$ cat config.mk
export PLATFORM = sky130hd
export DESIGN_NAME = rv32v_memory_stage
export DESIGN_NICKNAME = d
export VERILOG_FILES = /design/src/rtl/rv32i_types_pkg.sv /design/src/rtl/rv32v_mem_lane_align.sv /design/src/rtl/rv32v_memory_stage.sv
export SDC_FILE = /design/constraint.sdc
export NUM_CORES = 1
export LEC_CHECK = 0
export ABC_AREA = 1
export ABC_CLOCK_PERIOD_IN_PS = 38900
export CAP_MARGIN = 10
export CORE_AREA = 2 2 251 253
export DETAILED_ROUTE_END_ITERATION = 8
export DIE_AREA = 0 0 253 255
export PLACE_DENSITY_LB_ADDON = 0.2
export SYNTH_ARGS = -nofsm -noshare
export SYNTH_HDL_FRONTEND = slang
export SYNTH_HIERARCHICAL = 1
export SYNTH_SLANG_ARGS = --single-unit
$ cat constraint.sdc
create_clock -name CLK -period 38.9 [get_ports CLK]
set_input_delay 7.78 -clock CLK [delete_from_list [all_inputs] [get_ports CLK]]
set_output_delay 7.78 -clock CLK [all_outputs]
set_load 0.03 [all_outputs]
$ cat src/rtl/rv32i_types_pkg.sv
// Shared RV32 vector core types.
// Element offset, width, SEW and CSR-config selectors plus memory-stage FSM.
package rv32i_types_pkg;

  localparam int unsigned XLEN = 32;

  typedef logic [3:0] offset_t;

  typedef enum logic [1:0] {
    WIDTH_BYTE = 2'd0,
    WIDTH_HALF = 2'd1,
    WIDTH_WORD = 2'd2
  } width_t;

  typedef enum logic [1:0] {
    SEW_8  = 2'd0,
    SEW_16 = 2'd1,
    SEW_32 = 2'd2
  } sew_t;

  typedef enum logic [1:0] {
    CFG_NONE     = 2'd0,
    CFG_VSETVLI  = 2'd1,
    CFG_VSETIVLI = 2'd2,
    CFG_VSETVL   = 2'd3
  } cfgsel_t;

  typedef enum logic [1:0] {
    VMEM_IDLE  = 2'd0,
    VMEM_LANE0 = 2'd1,
    VMEM_LANE1 = 2'd2,
    VMEM_DONE  = 2'd3
  } vmem_state_t;

  typedef struct packed {
    logic        ld;
    logic        st;
    logic [31:0] addr0;
    logic [31:0] addr1;
    logic [31:0] sdata0;
    logic [31:0] sdata1;
    offset_t     woff0;
    offset_t     woff1;
    width_t      eew;
    logic [4:0]  vd;
    logic [4:0]  rd_sel;
    logic [31:0] rd_data;
    logic        rd_wen;
    logic [31:0] vl;
    logic [31:0] vstart;
    logic [31:0] next_avl;
    logic [7:0]  vtype;
    logic [7:0]  next_vtype;
    cfgsel_t     cfg;
  } vmem_beat_t;

  // Reserved width encoding is handled as a word access.
  function automatic logic misaligned(width_t w, logic [1:0] a);
    logic m;
    m = 1'b0;
    unique case (w)
      WIDTH_BYTE: m = 1'b0;
      WIDTH_HALF: m = a[0];
      default:    m = |a;
    endcase
    return m;
  endfunction

  function automatic logic [31:0] align_addr(width_t w, logic [31:0] a);
    logic [31:0] r;
    r = a;
    unique case (w)
      WIDTH_BYTE: r = a;
      WIDTH_HALF: r[0] = 1'b0;
      default:    r[1:0] = 2'b00;
    endcase
    return r;
  endfunction

endpackage

$ cat src/rtl/rv32v_mem_lane_align.sv
// Lane alignment for one vector element access on the 32-bit data bus.
// In: width, addr[1:0], store data, raw read data. Out: byte_en, wdata, ldata.
module rv32v_mem_lane_align
  import rv32i_types_pkg::*;
(
  input  width_t      width,
  input  logic [1:0]  a,
  input  logic [31:0] sdata,
  input  logic [31:0] rdata,
  output logic [3:0]  byte_en,
  output logic [31:0] wdata,
  output logic [31:0] ldata
);

  logic [31:0] sh;

  always_comb begin
    byte_en = 4'b0000;
    wdata   = '0;
    ldata   = '0;
    sh      = '0;
    unique case (1'b1)
      (width == WIDTH_BYTE): begin
        byte_en = 4'b0001 << a;
        wdata   = {4{sdata[7:0]}};
        sh      = rdata >> {a, 3'b000};
        ldata   = {24'h0, sh[7:0]};
      end
      (width == WIDTH_HALF): begin
        byte_en = 4'b0011 << {a[1], 1'b0};
        wdata   = {2{sdata[15:0]}};
        sh      = rdata >> {a[1], 4'b0000};
        ldata   = {16'h0, sh[15:0]};
      end
      default: begin
        byte_en = 4'b1111;
        wdata   = sdata;
        ldata   = rdata;
      end
    endcase
  end

endmodule

$ cat src/rtl/rv32v_memory_stage.sv
// Vector memory stage: two-lane beats, lane-serial loads/stores on one bus.
// Ports: execute bundle in, mem_stall out, dmem_* bus, registered wb_* beat.
// Option RV32V_MEM_MISALIGN_TRAP_EN: misaligned lanes fault (misalign_fault)
// instead of being forced to alignment.
module rv32v_memory_stage
  import rv32i_types_pkg::*;
#(
  parameter int unsigned ADDR_W = 32
) (
  input  logic              CLK,
  input  logic              RST,
  input  logic              ex_valid,
  input  logic              load_ena,
  input  logic              store_ena,
  input  logic [1:0]        wen,
  input  logic [31:0]       aluresult0,
  input  logic [31:0]       aluresult1,
  input  logic [31:0]       storedata0,
  input  logic [31:0]       storedata1,
  input  offset_t           woffset0,
  input  offset_t           woffset1,
  input  width_t            eew_loadstore,
  input  logic [4:0]        vd,
  input  logic [4:0]        rd_sel,
  input  logic [31:0]       rd_data,
  input  logic              rd_wen,
  input  logic [31:0]       vl,
  input  logic [31:0]       vstart,
  input  logic [31:0]       next_avl_csr,
  input  logic [7:0]        vtype,
  input  logic [7:0]        next_vtype_csr,
  input  cfgsel_t           config_type,
  output logic              mem_stall,
  output logic              dmem_ren,
  output logic              dmem_wen,
  output logic [ADDR_W-1:0] dmem_addr,
  output logic [31:0]       dmem_wdata,
  output logic [3:0]        dmem_byte_en,
  input  logic [31:0]       dmem_rdata,
  input  logic              dmem_busy,
  output logic              wb_valid,
  output logic [1:0]        wb_wen,
  output logic [31:0]       wb_data0,
  output logic [31:0]       wb_data1,
  output offset_t           wb_woffset0,
  output offset_t           wb_woffset1,
  output logic [4:0]        wb_vd,
  output logic [4:0]        wb_rd_sel,
  output logic [31:0]       wb_rd_data,
  output logic              wb_rd_wen,
  output logic [31:0]       wb_vl,
  output logic [31:0]       wb_vstart,
  output logic [31:0]       wb_next_avl_csr,
  output logic [7:0]        wb_vtype,
  output logic [7:0]        wb_next_vtype_csr,
  output cfgsel_t           wb_config_type
`ifdef RV32V_MEM_MISALIGN_TRAP_EN
  ,
  output logic              misalign_fault
`endif
);

  vmem_state_t state_q, state_d;
  vmem_beat_t  beat_q, beat_d, in_beat;
  logic [1:0]  wen_q, wen_d;
  logic [31:0] data0_q, data0_d;
  logic [31:0] data1_q, data1_d;
  logic [1:0]  wen_eff;

  logic        in_lane;
  logic        done;
  logic [31:0] cur_addr;
  logic [31:0] cur_al;
  logic [31:0] cur_sdata;
  logic [3:0]  lane_be;
  logic [31:0] lane_wdata;
  logic [31:0] lane_ldata;

`ifdef RV32V_MEM_MISALIGN_TRAP_EN
  logic        fault_q, fault_d;
  logic [1:0]  mis;

  assign mis = {misaligned(eew_loadstore, aluresult1[1:0]),
                misaligned(eew_loadstore, aluresult0[1:0])};
  // Faulting lanes are dropped at accept so they never reach the bus.
  assign wen_eff = wen & ~mis;
`else
  assign wen_eff = wen;
`endif

  always_comb begin
    in_beat            = '0;
    in_beat.ld         = load_ena;
    in_beat.st         = store_ena;
    in_beat.addr0      = aluresult0;
    in_beat.addr1      = aluresult1;
    in_beat.sdata0     = storedata0;
    in_beat.sdata1     = storedata1;
    in_beat.woff0      = woffset0;
    in_beat.woff1      = woffset1;
    in_beat.eew        = eew_loadstore;
    in_beat.vd         = vd;
    in_beat.rd_sel     = rd_sel;
    in_beat.rd_data    = rd_data;
    in_beat.rd_wen     = rd_wen;
    in_beat.vl         = vl;
    in_beat.vstart     = vstart;
    in_beat.next_avl   = next_avl_csr;
    in_beat.vtype      = vtype;
    in_beat.next_vtype = next_vtype_csr;
    in_beat.cfg        = config_type;
  end

  always_comb begin
    state_d = state_q;
    beat_d  = beat_q;
    wen_d   = wen_q;
    data0_d = data0_q;
    data1_d = data1_q;
`ifdef RV32V_MEM_MISALIGN_TRAP_EN
    fault_d = fault_q;
`endif
    unique case (state_q)
      VMEM_IDLE: begin
        if (ex_valid) begin
          beat_d  = in_beat;
          data0_d = '0;
          data1_d = '0;
`ifdef RV32V_MEM_MISALIGN_TRAP_EN
          fault_d = 1'b0;
`endif
          if (!(load_ena || store_ena)) begin
            wen_d   = wen;
            data0_d = wen[0] ? aluresult0 : '0;
            data1_d = wen[1] ? aluresult1 : '0;
            state_d = VMEM_DONE;
          end else begin
            wen_d = wen_eff;
`ifdef RV32V_MEM_MISALIGN_TRAP_EN
            fault_d = |(wen & mis);
`endif
            if (wen_eff[0]) begin
              state_d = VMEM_LANE0;
            end else if (wen_eff[1]) begin
              state_d = VMEM_LANE1;
            end else begin
              state_d = VMEM_DONE;
            end
          end
        end
      end
      VMEM_LANE0: begin
        if (!dmem_busy) begin
          if (beat_q.ld) begin
            data0_d = lane_ldata;
          end
          state_d = wen_q[1] ? VMEM_LANE1 : VMEM_DONE;
        end
      end
      VMEM_LANE1: begin
        if (!dmem_busy) begin
          if (beat_q.ld) begin
            data1_d = lane_ldata;
          end
          state_d = VMEM_DONE;
        end
      end
      VMEM_DONE: state_d = VMEM_IDLE;
      default:   state_d = VMEM_IDLE;
    endcase
  end

  always_ff @(posedge CLK or posedge RST) begin
    if (RST) begin
      state_q <= VMEM_IDLE;
      beat_q  <= '0;
      wen_q   <= 2'b00;
      data0_q <= '0;
      data1_q <= '0;
    end else begin
      state_q <= state_d;
      beat_q  <= beat_d;
      wen_q   <= wen_d;
      data0_q <= data0_d;
      data1_q <= data1_d;
    end
  end

`ifdef RV32V_MEM_MISALIGN_TRAP_EN
  always_ff @(posedge CLK or posedge RST) begin
    if (RST) begin
      fault_q <= 1'b0;
    end else begin
      fault_q <= fault_d;
    end
  end
`endif

  assign in_lane   = (state_q == VMEM_LANE0) || (state_q == VMEM_LANE1);
  assign done      = (state_q == VMEM_DONE);
  assign cur_addr  = (state_q == VMEM_LANE1) ? beat_q.addr1 : beat_q.addr0;
  assign cur_sdata = (state_q == VMEM_LANE1) ? beat_q.sdata1 : beat_q.sdata0;

`ifdef RV32V_MEM_MISALIGN_TRAP_EN
  assign cur_al = cur_addr;
`else
  assign cur_al = align_addr(beat_q.eew, cur_addr);
`endif

  rv32v_mem_lane_align u_align (
    .width   (beat_q.eew),
    .a       (cur_al[1:0]),
    .sdata   (cur_sdata),
    .rdata   (dmem_rdata),
    .byte_en (lane_be),
    .wdata   (lane_wdata),
    .ldata   (lane_ldata)
  );

  // Load wins if both enables arrive, so ren/wen are never both high.
  assign dmem_ren     = in_lane & beat_q.ld;
  assign dmem_wen     = in_lane & beat_q.st & ~beat_q.ld;
  assign dmem_addr    = in_lane ? cur_al[ADDR_W-1:0] : '0;
  assign dmem_byte_en = in_lane ? lane_be : 4'b0000;
  assign dmem_wdata   = dmem_wen ? lane_wdata : '0;

  assign mem_stall = (state_q != VMEM_IDLE) | ex_valid;

  assign wb_valid          = done;
  assign wb_wen            = (done && !beat_q.st) ? wen_q : 2'b00;
  assign wb_data0          = done ? data0_q : '0;
  assign wb_data1          = done ? data1_q : '0;
  assign wb_woffset0       = done ? beat_q.woff0 : '0;
  assign wb_woffset1       = done ? beat_q.woff1 : '0;
  assign wb_vd             = done ? beat_q.vd : '0;
  assign wb_rd_sel         = done ? beat_q.rd_sel : '0;
  assign wb_rd_data        = done ? beat_q.rd_data : '0;
  assign wb_rd_wen         = done & beat_q.rd_wen;
  assign wb_vl             = done ? beat_q.vl : '0;
  assign wb_vstart         = done ? beat_q.vstart : '0;
  assign wb_next_avl_csr   = done ? beat_q.next_avl : '0;
  assign wb_vtype          = done ? beat_q.vtype : '0;
  assign wb_next_vtype_csr = done ? beat_q.next_vtype : '0;
  assign wb_config_type    = done ? beat_q.cfg : CFG_NONE;

`ifdef RV32V_MEM_MISALIGN_TRAP_EN
  assign misalign_fault = done & fault_q;
`endif

endmodule

==> flow_summary.ini <==
[cts]
cts-root-buf = clkbuf_16
insertion_delay_ns = 0.59
cts_resized = 0
path_clk_slew_ns = 0.06
clock_sinks = 365
cts_htree_levels = 2
cts_tree = done
cts_setup_buffers = 0
cts_buffers = 45
holdBufCountCts = 0
cts_max_path_buffers = 3

[timing]
worst_pin_slew_ns = 1.12
slew_viol_final = 0
finalHoldViolCount = 0
tns_ns = 0
fin_crit_sh_pct = 43.5
rsz0062_at_grt = false
clock.fmax_mhz = 59.0
clock-skew-final_ns = 0.0277
setup_viol = 0
holdWs_ns = 0.463
fin_crit_ns = 16.94
max_slew_margin_pct = 25.2

[run_status]
status = completed

[critical_path]
worstPathMaxFanout = 81
path_class = in2out
ff2ff_setup_slack_ns = 34.60
critPathLaunchType = input port
endpoint_kind = output port
critPathArrivalTime_ns = 9.16
required_ns = 31.12

[power_and_ir_drop]
irDropWorstVdd_v = 0.0000582
powerDensity_mw_per_mm2 = 81.4
leakage_nw = 15.9

[synth]
synth.largest_area_cell = dfrtp_1
yosys-top-cells-count = nand2_1, inv_1, nand3_1, dfrtp_1, nor2_1
synth_ff_type = dfrtp_1
synth_top_cell_area_share_pct = 45.9
ys_top_cells_by_area = dfrtp_1, nand2_1, nand3_1
syn_nets = 3276
ys_ff_latch = 365
synth_edf_count = 0
ys_warn_count = 6
seq_area_frac_synth_pct = 45.9
syn_area_mm2 = 0.0199
synth_cell_type_count = 28
yosysMostFrequentCell = nand2_1
ys_async_sr_fraction_pct = 100
syn_inst = 2936
avgSynthCellArea_um2 = 6.77

[grt]
grt_max_degree = 182
antenna_found_initial = 19
grt_pass1_wl_um = 121000
grt_usage_pct = 24.6
grt-ovfl-total = 0
grt_pass1_vias = 19100

[die]
core_area_mm2 = 0.0622
start_util_pct = 32.0
die_area_mm2 = 0.0645
die_w_um = 253
die_y_um = 255
rows = 92
io_pins = 638

[layout]
syn_to_final_growth_pct = 40.5
drive_gt1_share_pct = 3.95
num-fill-cells = 6548
layout.nets = 3778
stdcell_count = 4276

[detailed_routing]
wl_um = 81700
ant_nets = 0
avgViaCountPerCell = 4.72
drtIter0Drc = 1537
drc_errors = 0
routedWlPerCell_um = 19.1
drt_pre_antenna_iters = 6
vias = 20200

[job]
cap_violations = 0

[min_path]
hp-class = reg2reg

[placement]
dpl.hpwl_um = 56700
place.gp.congestion = 0.885
dp_cells = 4190
io_buffers = 637
==> cell type report <==
class	instances	area, um^2	area share, %
Sequential cell	365	9140	32.7
Clock buffer	66	1320	4.71
Inverter	407	1540	5.51
Clock inverter	14	138	0.492
Timing Repair Buffer	658	6550	23.4
Tap cell	799	1000	3.58
Antenna cell	6	15.0	0.0537
Multi-Input combinational cell	1961	8260	29.5
==> report_power, final <==
group	leakage [nW]	switching, mW	internal [mW]
registers	4.57	0.0920	0.556
logic	10.6	0.817	0.389
clock network	0.719	0.175	0.247
total	15.9	1.08	1.19
==> through the flow <==
stage                     instance area [um^2]  utilization [%]  setup WS [ns]  total power [mW]
after detailed placement                 26500             42.6          21.96              1.87
final                                    27900             45.0          21.96              2.28
after global placement                   26500             42.6          21.98              1.86
after floorplan                          19900                -          20.99              1.42
after global routing                     27900             45.0          21.88              2.43
after CTS                                27900             44.9          21.96              2.30
==> critical path: stages <==
cell and delay (ns):
buf_8 0.44, nor2_1 0.18, inv_1 0.08, clkdlybuf4s50_1 0.67
==> sequential cells by signal (all words and copies together), names as in the netlist <==
signal and cells:
data0_q 32, state_q 2, data1_q 32, wen_q 2, beat_q 297
==> path summary, 6_finish.rpt <==
check | from | cells after the start | to
max | ex_valid | 4 | mem_stall
max reg2reg | state_q[0]$_DFFE_PP0P_ | 13 | data0_q[8]$_DFFE_PP0P_
min in group asynchronous | RST | 2 | beat_q[159]$_DFFE_PP0P_
min | beat_q[294]$_DFFE_PP0P_ | 2 | beat_q[294]$_DFFE_PP0P_
max in group asynchronous | RST | 4 | beat_q[158]$_DFFE_PP0P_
min reg2reg | beat_q[294]$_DFFE_PP0P_ | 2 | beat_q[294]$_DFFE_PP0P_
==> kinds of logic after synthesis <==
family,after synthesis,synth area share (%)
simple gates,1849,38.1
compound gates,107,2.82
flops,365,45.9
fa+ha+maj,5,0.315
buf+inv,610,12.8
==> layout by cell type (no fill, tap or decap), drive strengths merged <==
| cell type | instances |
|---|---|
| nor2 | 131 |
| diode | 6 |
| nand3 | 375 |
| ha | 5 |
| clkdlybuf4s50 | 635 |
| a21oi | 24 |
| inv | 407 |
| clkinvlp | 1 |
| buf | 23 |
| dfrtp | 365 |
| o21ai | 74 |
| nand2 | 1339 |
| bufinv | 2 |
| clkbuf | 66 |
| o211ai | 8 |
| a22oi | 1 |
| nor3 | 2 |
| and3 | 2 |
| clkinv | 11 |
==> per-layer routing <==
metal	up-vias	track usage (%)	wire (um)
li1	9795	-	-
met1	9506	30.4	33400
met2	706	41.5	39100
met3	146	7.03	6580
met4	20	7.54	2450
met5	-	0	141
(Power assumes the default switching activity.)
